==> src/rtl/sdram_pattern_tester.sv <==
// Purpose: SDRAM self-test. Writes a pattern to NUM_WORDS consecutive words,
//          reads them back, then reports err_count, first_err_addr, pass and timeout.
// Latency: each access is one req/ack handshake; every output is registered.
// Backpressure: a command is held stable until fpga_ack is seen. Each wait is
//          bounded by TIMEOUT_CYCLES, after which the test aborts to DONE.
// Ports:   fpga_clk/fpga_reset (sync, active-high); start/mode/seed start a test;
//          fpga_addr/fpga_wr_en/fpga_rd_en/fpga_wr_data/fpga_req/fpga_ack form the
//          command handshake; fpga_rd_data/fpga_data_ready return read data;
//          busy/done/pass/timeout/err_count/first_err_addr report status.
module sdram_pattern_tester #(
   parameter int unsigned                 FPGA_ADDR_WIDTH = 23,
   parameter int unsigned                 FPGA_DATA_WIDTH = 32,
   parameter logic [FPGA_ADDR_WIDTH-1:0]  START_ADDR      = '0,
   parameter int unsigned                 NUM_WORDS       = 1024,
   parameter int unsigned                 ERR_CNT_WIDTH   = 16,
   parameter int unsigned                 TIMEOUT_CYCLES  = 255
) (
   input  logic                        fpga_clk,
   input  logic                        fpga_reset,
   input  logic                        start,
   input  logic [1:0]                  mode,
   input  logic [FPGA_DATA_WIDTH-1:0]  seed,
   output logic [FPGA_ADDR_WIDTH-1:0]  fpga_addr,
   output logic                        fpga_wr_en,
   output logic                        fpga_rd_en,
   output logic [FPGA_DATA_WIDTH-1:0]  fpga_wr_data,
   output logic                        fpga_req,
   input  logic                        fpga_ack,
   input  logic [FPGA_DATA_WIDTH-1:0]  fpga_rd_data,
   input  logic                        fpga_data_ready,
   output logic                        busy,
   output logic                        done,
   output logic                        pass,
   output logic                        timeout,
   output logic [ERR_CNT_WIDTH-1:0]    err_count,
   output logic [FPGA_ADDR_WIDTH-1:0]  first_err_addr
);

   localparam int unsigned IDX_W  = (NUM_WORDS > 1) ? $clog2(NUM_WORDS) : 1;
   localparam int unsigned WAIT_W = $clog2(TIMEOUT_CYCLES + 2);

   localparam logic [IDX_W-1:0]         LAST_IDX = IDX_W'(NUM_WORDS - 1);
   localparam logic [IDX_W-1:0]         IDX_ONE  = IDX_W'(1);
   localparam logic [WAIT_W-1:0]        WAIT_MAX = WAIT_W'(TIMEOUT_CYCLES);
   localparam logic [WAIT_W-1:0]        WAIT_ONE = WAIT_W'(1);
   localparam logic [ERR_CNT_WIDTH-1:0] ERR_ONE  = ERR_CNT_WIDTH'(1);
   localparam logic [FPGA_DATA_WIDTH-1:0] DATA_ONE = FPGA_DATA_WIDTH'(1);

   typedef enum logic [2:0] {
      IDLE, WR_REQ, WR_REL, RD_REQ, RD_WAIT, RD_REL, DONE
   } state_t;

   state_t                       state_q, state_d;
   logic [IDX_W-1:0]             idx_q, idx_d;
   logic [WAIT_W-1:0]            wait_q, wait_d;
   logic [1:0]                   mode_q, mode_d;
   logic [FPGA_DATA_WIDTH-1:0]   seed_q, seed_d;
   logic [FPGA_ADDR_WIDTH-1:0]   addr_q, addr_d;
   logic [FPGA_DATA_WIDTH-1:0]   wr_data_q, wr_data_d;
   logic                         req_q, req_d;
   logic                         wr_en_q, wr_en_d;
   logic                         rd_en_q, rd_en_d;
   logic                         busy_q, busy_d;
   logic                         done_q, done_d;
   logic                         pass_q, pass_d;
   logic                         timeout_q, timeout_d;
   logic [ERR_CNT_WIDTH-1:0]     err_q, err_d;
   logic [FPGA_ADDR_WIDTH-1:0]   first_err_q, first_err_d;
   logic                         cmp_en;
   logic [FPGA_DATA_WIDTH-1:0]   exp_rd;

   // Pattern word for a given index.
   function automatic logic [FPGA_DATA_WIDTH-1:0] pattern(
      input logic [1:0]                 m,
      input logic [FPGA_DATA_WIDTH-1:0] s,
      input logic [IDX_W-1:0]           i
   );
      logic [FPGA_DATA_WIDTH-1:0] ext;
      ext = FPGA_DATA_WIDTH'(i);
      case (m)
         2'd0:    pattern = ext;
         2'd1:    pattern = DATA_ONE << (32'(i) % FPGA_DATA_WIDTH);
         2'd2:    pattern = s + ext;
         default: pattern = i[0] ? ~s : s;
      endcase
   endfunction

   always_comb begin
      state_d     = state_q;
      idx_d       = idx_q;
      mode_d      = mode_q;
      seed_d      = seed_q;
      err_d       = err_q;
      first_err_d = first_err_q;
      timeout_d   = timeout_q;
      pass_d      = pass_q;
      cmp_en      = 1'b0;

      case (state_q)
         IDLE, DONE: begin
            if (start) begin
               mode_d      = mode;
               seed_d      = seed;
               err_d       = '0;
               first_err_d = '0;
               timeout_d   = 1'b0;
               pass_d      = 1'b0;
               idx_d       = '0;
               state_d     = WR_REQ;
            end
         end
         WR_REQ: begin
            if (fpga_ack)                state_d = WR_REL;
            else if (wait_q == WAIT_MAX) begin state_d = DONE; timeout_d = 1'b1; end
         end
         WR_REL: begin
            if (!fpga_ack) begin
               if (idx_q < LAST_IDX) begin idx_d = idx_q + IDX_ONE; state_d = WR_REQ; end
               else                  begin idx_d = '0;              state_d = RD_REQ; end
            end else if (wait_q == WAIT_MAX) begin
               state_d = DONE; timeout_d = 1'b1;
            end
         end
         RD_REQ: begin
            // Data may come back in the same cycle as the ack; take it directly.
            if (fpga_ack) begin
               if (fpga_data_ready) begin cmp_en = 1'b1; state_d = RD_REL; end
               else                 state_d = RD_WAIT;
            end else if (wait_q == WAIT_MAX) begin
               state_d = DONE; timeout_d = 1'b1;
            end
         end
         RD_WAIT: begin
            if (fpga_data_ready)         begin cmp_en = 1'b1; state_d = RD_REL; end
            else if (wait_q == WAIT_MAX) begin state_d = DONE; timeout_d = 1'b1; end
         end
         RD_REL: begin
            if (!fpga_ack) begin
               if (idx_q < LAST_IDX) begin idx_d = idx_q + IDX_ONE; state_d = RD_REQ; end
               else                  state_d = DONE;
            end else if (wait_q == WAIT_MAX) begin
               state_d = DONE; timeout_d = 1'b1;
            end
         end
         default: state_d = IDLE;
      endcase

      // The counter saturates, so err_q==0 identifies the first mismatch.
      exp_rd = pattern(mode_q, seed_q, idx_q);
      if (cmp_en && (fpga_rd_data != exp_rd)) begin
         if (err_q == '0) first_err_d = addr_q;
         if (err_q != '1) err_d = err_q + ERR_ONE;
      end

      if ((state_d == DONE) && (state_q != DONE))
         pass_d = (err_d == '0) && !timeout_d;

      // Counts cycles spent in the current busy state; zero on any transition.
      if ((state_d == state_q) && (state_q != IDLE) && (state_q != DONE))
         wait_d = wait_q + WAIT_ONE;
      else
         wait_d = '0;

      // Outputs are derived from the next state so they can be registered.
      req_d     = (state_d == WR_REQ) || (state_d == RD_REQ);
      wr_en_d   = (state_d == WR_REQ);
      rd_en_d   = (state_d == RD_REQ);
      wr_data_d = (state_d == WR_REQ) ? pattern(mode_d, seed_d, idx_d) : '0;
      addr_d    = ((state_d == WR_REQ) || (state_d == RD_REQ))
                  ? START_ADDR + FPGA_ADDR_WIDTH'(idx_d) : addr_q;
      busy_d    = (state_d != IDLE) && (state_d != DONE);
      done_d    = (state_d == DONE);
   end

   always_ff @(posedge fpga_clk) begin
      if (fpga_reset) begin
         state_q     <= IDLE;
         idx_q       <= '0;
         wait_q      <= '0;
         mode_q      <= '0;
         seed_q      <= '0;
         addr_q      <= '0;
         wr_data_q   <= '0;
         req_q       <= 1'b0;
         wr_en_q     <= 1'b0;
         rd_en_q     <= 1'b0;
         busy_q      <= 1'b0;
         done_q      <= 1'b0;
         pass_q      <= 1'b0;
         timeout_q   <= 1'b0;
         err_q       <= '0;
         first_err_q <= '0;
      end else begin
         state_q     <= state_d;
         idx_q       <= idx_d;
         wait_q      <= wait_d;
         mode_q      <= mode_d;
         seed_q      <= seed_d;
         addr_q      <= addr_d;
         wr_data_q   <= wr_data_d;
         req_q       <= req_d;
         wr_en_q     <= wr_en_d;
         rd_en_q     <= rd_en_d;
         busy_q      <= busy_d;
         done_q      <= done_d;
         pass_q      <= pass_d;
         timeout_q   <= timeout_d;
         err_q       <= err_d;
         first_err_q <= first_err_d;
      end
   end

   assign fpga_addr      = addr_q;
   assign fpga_wr_en     = wr_en_q;
   assign fpga_rd_en     = rd_en_q;
   assign fpga_wr_data   = wr_data_q;
   assign fpga_req       = req_q;
   assign busy           = busy_q;
   assign done           = done_q;
   assign pass           = pass_q;
   assign timeout        = timeout_q;
   assign err_count      = err_q;
   assign first_err_addr = first_err_q;

endmodule
==> config.mk <==
export PLATFORM = sky130hd
export DESIGN_NAME = sdram_pattern_tester
export DESIGN_NICKNAME = d
export VERILOG_FILES = /design/src/rtl/sdram_pattern_tester.sv
export SDC_FILE = /design/constraint.sdc
export NUM_CORES = 1
export LEC_CHECK = 0
export ABC_AREA = 1
export BUFFER_PORTS_ARGS = -buffer_cell sky130_fd_sc_hd__buf_2
export CAP_MARGIN = 20
export CORE_MARGIN = 4
export CORE_UTILIZATION = 58
export CTS_CLUSTER_DIAMETER = 200
export DETAILED_ROUTE_END_ITERATION = 12
export PLACE_DENSITY = 0.78
export SLEW_MARGIN = 10
export SYNTH_ARGS = -nofsm -noshare
export SYNTH_HDL_FRONTEND = slang
export SYNTH_SLANG_ARGS = --single-unit
==> constraint.sdc <==
create_clock -name fpga_clk -period 6.02 [get_ports fpga_clk]
set_clock_uncertainty 0.1 [all_clocks]
set_input_delay 1.204 -clock fpga_clk [delete_from_list [all_inputs] [get_ports fpga_clk]]
set_output_delay 1.204 -clock fpga_clk [all_outputs]
set_load 0.05 [all_outputs]
### After elaboration in Yosys (flattened, before gate mapping)

Cells that the tools add are included.

| word-level totals | value |
|---|---|
| bits in registers | 144 |
| input bits | 71 |
| logic and storage cells | 115 |

| operators by class | value |
|---|---|
| $add $sub $neg | 5 |
| $lt $le $gt $ge | 1 |
| eq/ne operators | 19 |
| shift operators | 2 |
| muxes and demuxes | 45 |
| bitwise logic cells | 4 |
| reduce and logical (&&, ||, !) cells | 23 |

Operators with widths:

| kind | number |
|---|---|
| $pmux 32 s3 | 2 |
| $mux 32 | 4 |
| $mux 23 | 4 |
| $add 32x10->32 | 2 |
| $mux 16 | 4 |
| $not 32->32 | 2 |
| $shl 1x5->32 const A | 2 |
| $mux 10 | 5 |
| $logic_not 16->1 | 2 |
| $ne 32x32->1 | 1 |
| $pmux 10 s3 | 1 |
| $mux 3 | 8 |
| $pmux 3 s6 | 1 |
| $add 16x1->16 const B | 1 |
| $ne 16x16->1 const B | 1 |
| $eq 3x3->1 const B | 4 |
| $mux 1 | 11 |
| $add 10x1->10 const B | 1 |
| $lt 10x10->1 const B | 1 |
| $reduce_or 2->1 | 5 |
| $add 9x1->9 const B | 1 |
| $eq 3x2->1 const B | 3 |
| $eq 9x8->1 const B | 1 |
| $eq 3x1->1 const B | 2 |
| 16 further kinds | 30 |

### Longest topological paths before layout

| logic depth | value |
|---|---|
| depth in word-level cells | 9 |
| gate-level depth with buffers | 37 |

### Worst setup path before layout

OpenSTA, ideal clock, no wires.

| path | value |
|---|---|
| path type | input to register |
| start | input fpga_ack |
| end | register wr_data_q[30], in the netlist fpga_wr_data[30] |
| setup time | 0.128 ns |
| arrival time | 4.886 ns |
| path slack | 0.906 ns |
| stages | 29 |
| cell sequence | clkbuf_1 inv_1 clkbuf_1 nand2_1 a32oi_1 o21ai_0 clkbuf_1 clkbuf_1 ha_1 inv_1 fa_1 inv_1 nand2_1 nand2_1 a21oi_1 or2_2 nand2_1 nand2_1 nand2_1 and2_1 o21ai_0 nand2_1 nand3_1 o41ai_2 nand2_1 nor4_2 a21oi_1 a21oi_1 nor2_1 |

| on the way | value |
|---|---|
| elaborated cells between the ends (all ways) | 15 |

RTL lines:

| item | line | source |
|---|---|---|
| start, declared | 28 | `input logic fpga_ack,` |
| $mux 10 (on tied branches) | 138, 117 |  |
| $pmux 10 s3 * | 99 | `case (state_q)` |
| via idx_d[0] | 54 | `logic [IDX_W-1:0] idx_q, idx_d;` |
| $add 32x10->32, or another cell as far along | 83 | `2'd2: pattern = s + ext;` |
| $pmux 32 s3 * | 80 | `case (m)` |
| end signal, assigned | 200 | `wr_data_q <= wr_data_d;` |
| end, declared | 59 | `logic [FPGA_DATA_WIDTH-1:0] wr_data_q, wr_data_d;` |

Mark *: on every way through the listed nets, which the timed path passes. The rest lies on a longest branch.
A chain may end at the register's enable or synchronous reset.

### Worst setup path after layout

| path | value |
|---|---|
| start | register idx_q[3] |
| end | register wr_data_q[14], in the netlist fpga_wr_data[14] |

| on the way | value |
|---|---|
| cells in the longest elaborated chain, start to end | 7 |
| elaborated cells between the ends (all ways) | 20 |

Ends and longest elaborated chain:

| item | line | source |
|---|---|---|
| start, declared | 54 |  |
| start signal, assigned | 195 | `idx_q <= idx_d;` |
| parallel branches: the longest is 7 deep, another holds $add 32x10->32 | -- |  |

Parallel ways; which one is timed is not known.

==> load_flow_metrics.sql <==
INSERT INTO impl_metrics (metric_group, metric, value, unit) VALUES
('status', 'result_of_the_run', 'complete, no violations', ''),
('synth', 'synthesis.area_per_instance', '5.89', 'µm²'),
('synth', 'netlist.area_leader.share', '0.252', ''),
('critical_path', 'timing.critical_path.slowest_stage_cell', 'sky130_fd_sc_hd__dfxtp_1', ''),
('power', 'cellLeakagePower', '6.25', 'nW'),
('timing', 'finalWorstPathRequiredPeriod', '5.19', 'ns'),
('synth', 'yosys_warnings', '0', ''),
('clock_tree', 'cts.htree.levels', '4', ''),
('place', 'gp_congestion', '0.999', ''),
('detailed_routing', 'wl_met3', '3820', 'µm'),
('clock_tree', 'post_cts_buffers', '0', ''),
('synth', 'synth_enable_flop_cells', '0', ''),
('power', 'pwr-share-comb', '0.206', ''),
('grt', 'gr-total-overflow', '0', ''),
('timing', 'grt_setup_unrepaired', 'no', ''),
('detailed_routing', 'drt-total-wl', '38900', 'µm'),
('detailed_routing', 'dr_total_vias', '13400', ''),
('timing', 'worst_pin_slew', '0.970', 'ns'),
('timing', 'timing.final.max_slew_violations', '0', ''),
('floorplan', 'core-area', '19400', 'µm²'),
('detailed_routing', 'drc', '0', ''),
('timing', 'worst_slew_margin_rel', '0.351', ''),
('hold_path', 'hold_wc_path_type', 'register to register', ''),
('detailed_routing', 'avgRoutedWirePerCell', '16.7', 'µm'),
('grt', 'grt_max_degree', '66', ''),
('timing', 'layout_setup_ws', '0.829', 'ns'),
('cells_and_area', 'fraction_of_final_layout_cells_sized_beyond_drive_strength_1', '0.133', ''),
('critical_path', 'data_required_time_at_the_worst_endpoint', '6.29', 'ns'),
('critical_path', 'rrSetupSlack', '0.83', 'ns'),
('critical_path', 'reg2reg_to', 'fpga_wr_data[14]$_SDFF_PP0_', ''),
('floorplan', 'io_pins', '172', ''),
('detailed_routing', 'highest_metal_layer_with_signal_wires', 'met4', ''),
('critical_path', 'critPathLaunchType', 'register', ''),
('critical_path', 'data_arrival_at_the_endpoint_of_the_critical_path', '5.46', 'ns'),
('detailed_routing', 'drtPass1Iterations', '6', ''),
('power', 'internal-power', '1.70', 'mW'),
('job', 'max_cap_viol_count', '0', ''),
('synth', 'ys_top_cells_by_area', 'sky130_fd_sc_hd__dfxtp_1, sky130_fd_sc_hd__nand2_1, sky130_fd_sc_hd__inv_1', ''),
('clock_tree', 'tritoncts', 'done', ''),
('detailed_routing', 'wirelength_met1', '16800', 'µm'),
('critical_path', 'reg2reg_depth', '35', ''),
('hold_path', 'worst_hold_path.num_cells', '1', ''),
('detailed_routing', 'ant_nets', '0', ''),
('clock_tree', 'clockRootBuffer', 'sky130_fd_sc_hd__clkbuf_16', ''),
('synth', 'netlist.top_cell.by_area', 'sky130_fd_sc_hd__dfxtp_1', ''),
('timing', 'hold_violations', '0', ''),
('critical_path', 'gate_family_responsible_for_the_most_delay_along_the_worst_path', 'simple AND/OR/NAND/NOR gates', ''),
('power', 'seqPwrFrac', '0.391', ''),
('synth', 'yosys_most_used_dff', 'sky130_fd_sc_hd__dfxtp_1', ''),
('power', 'p_per_area', '208', 'nW/µm²'),
('critical_path', 'worstPathMaxFanout', '14', ''),
('synth', 'synth_seq_area_share', '0.252', ''),
('grt', 'global_route_wire_length_before_repair', '61400', 'µm'),
('clock_tree', 'cts_hold_repair.buffers', '0', ''),
('place', 'place_hpwl', '29600', 'µm'),
('place', 'port_buffers', '158', ''),
('power', 'p_sw', '0.981', 'mW'),
('detailed_routing', 'drt_iter0_drc', '1741', ''),
('critical_path', 'timing.critical_path.mode_cell', 'sky130_fd_sc_hd__nand2_1', ''),
('synth', 'asyncSetResetFlopFracSynth', '0', ''),
('power', 'worst_ir_drop_vdd', '0.000210', 'V'),
('synth', 'synthesis.area', '11400', 'µm²'),
('grt', 'antenna_violations_before_repair', '0', ''),
('clock_tree', 'clock_latency_at_the_later_pin_of_the_worst_skew_pair', '0.44', 'ns'),
('floorplan', 'core.rowCount', '51', ''),
('critical_path', 'cp.buffers_inverters', '6', ''),
('timing', 'layout_worst_path_cycle_share', '0.862', ''),
('detailed_routing', 'met2WireLength', '17200', 'µm'),
('timing', 'setup_tns_final', '0', 'ns'),
('critical_path', 'crit_path_end_kind', 'register', ''),
('grt', 'via_count_of_the_first_global_routing_pass', '11900', '');
-- synthesized netlist by cell type (8+ instances only) --
master and n:
sky130_fd_sc_hd__a21oi_1 120, sky130_fd_sc_hd__a31oi_1 19, sky130_fd_sc_hd__buf_2 20, sky130_fd_sc_hd__buf_4 17, sky130_fd_sc_hd__clkbuf_1 41, sky130_fd_sc_hd__dfxtp_1 144
sky130_fd_sc_hd__ha_1 31, sky130_fd_sc_hd__inv_1 264, sky130_fd_sc_hd__inv_2 23, sky130_fd_sc_hd__nand2_1 500, sky130_fd_sc_hd__nand3_1 167, sky130_fd_sc_hd__nand3b_1 16
sky130_fd_sc_hd__nand4_1 21, sky130_fd_sc_hd__nor2_1 220, sky130_fd_sc_hd__nor2_2 8, sky130_fd_sc_hd__nor3_1 23, sky130_fd_sc_hd__nor4_1 19, sky130_fd_sc_hd__o211ai_1 13
sky130_fd_sc_hd__o21ai_0 134, sky130_fd_sc_hd__o21ai_1 14, sky130_fd_sc_hd__o22ai_1 8, sky130_fd_sc_hd__xor2_1 13
-- power by group through the flow --
stage / clock network, mW / registers [mW] / logic (mW)
after global routing: 1.12 / 1.05 / 0.602
after CTS: 1.08 / 1.04 / 0.538
after global placement: 0 / 1.06 / 0.532
after floorplan: 0 / 1.10 / 0.345
final: 1.08 / 1.05 / 0.553
after detailed placement: 0 / 1.06 / 0.534
-- registers in the layout, indices dropped and copies added (netlist names) --
signal	cells
fpga_wr_data	32
seed_q	32
first_err_addr	23
err_count	16
fpga_addr	10
idx_q	10
wait_q	9
state_q	3
mode_q	2
busy	1
done	1
fpga_rd_en	1
fpga_req	1
fpga_wr_en	1
pass	1
timeout	1
-- per-layer routing --
metal	vias to the layer above	track usage
met4	0	0.103
met3	99	0.0594
met5	-	0
li1	6511	-
met1	6034	0.480
met2	717	0.549
-- cells by family after synthesis --
family	Yosys count	share of synthesized area
buf+inv	380	0.135
xor+xnor	20	0.0153
flops	144	0.252
compound gates	353	0.176
simple gates	1008	0.382
fa+ha+maj	33	0.0374
mux	1	0.000985
other cells	1	0.000328
-- layout by cell type (no fill, tap or decap), types with 31 or more instances in the layout --
cell type                 netlist  routed
sky130_fd_sc_hd__a21oi_1      120     120
sky130_fd_sc_hd__buf_2         20     158
sky130_fd_sc_hd__dfxtp_1      144     144
sky130_fd_sc_hd__ha_1          31      31
sky130_fd_sc_hd__inv_1        264     264
sky130_fd_sc_hd__nand2_1      500     499
sky130_fd_sc_hd__nand3_1      167     167
sky130_fd_sc_hd__nor2_1       220     220
sky130_fd_sc_hd__o21ai_0      134     133
-- worst reg2reg max path, delay by kind of cell (launching register included) --
| kind | cells | cell delay (ns) |
|---|---|---|
| AOI/OAI and AO/OA | 9 | 1.14 |
| buffers and inverters | 6 | 0.49 |
| adders and majority gates | 3 | 0.83 |
| and+or+nand+nor | 17 | 1.93 |
| DFF | 1 | 0.64 |
-- cell type report --
class | count | area share
flip-flops and latches | 144 | 0.224
clock buffers | 17 | 0.0331
clock inverters | 15 | 0.0148
repair buffers | 172 | 0.0696
inverters | 290 | 0.0846
well taps | 265 | 0.0258
multi-input cells | 1428 | 0.548
-- worst max path at each step --
stage	from	end	depth (start not counted)
2_1_floorplan	fpga_ack	fpga_wr_data[30]$_SDFF_PP0_	29
3_3_place_gp	fpga_ack	fpga_wr_data[11]$_SDFF_PP0_	26
3_5_place_dp	idx_q[3]$_SDFF_PP0_	fpga_wr_data[14]$_SDFF_PP0_	35
4_1_cts	idx_q[3]$_SDFF_PP0_	fpga_wr_data[14]$_SDFF_PP0_	35
5_1_grt	idx_q[3]$_SDFF_PP0_	fpga_wr_data[30]$_SDFF_PP0_	34
6_report	idx_q[3]$_SDFF_PP0_	fpga_wr_data[14]$_SDFF_PP0_	35
-- metrics by stage --
stage,total power [mW],instance area (µm²),util,cells
finish,2.68,12900,0.663,2331
global route,2.78,12900,0.663,2331
CTS,2.66,12900,0.663,2330
floorplan,1.44,11500,-,1952
detailed placement,1.60,12200,0.631,2298
global placement,1.60,12200,0.631,2298
Note: power is estimated with default switching activity, not from simulation.
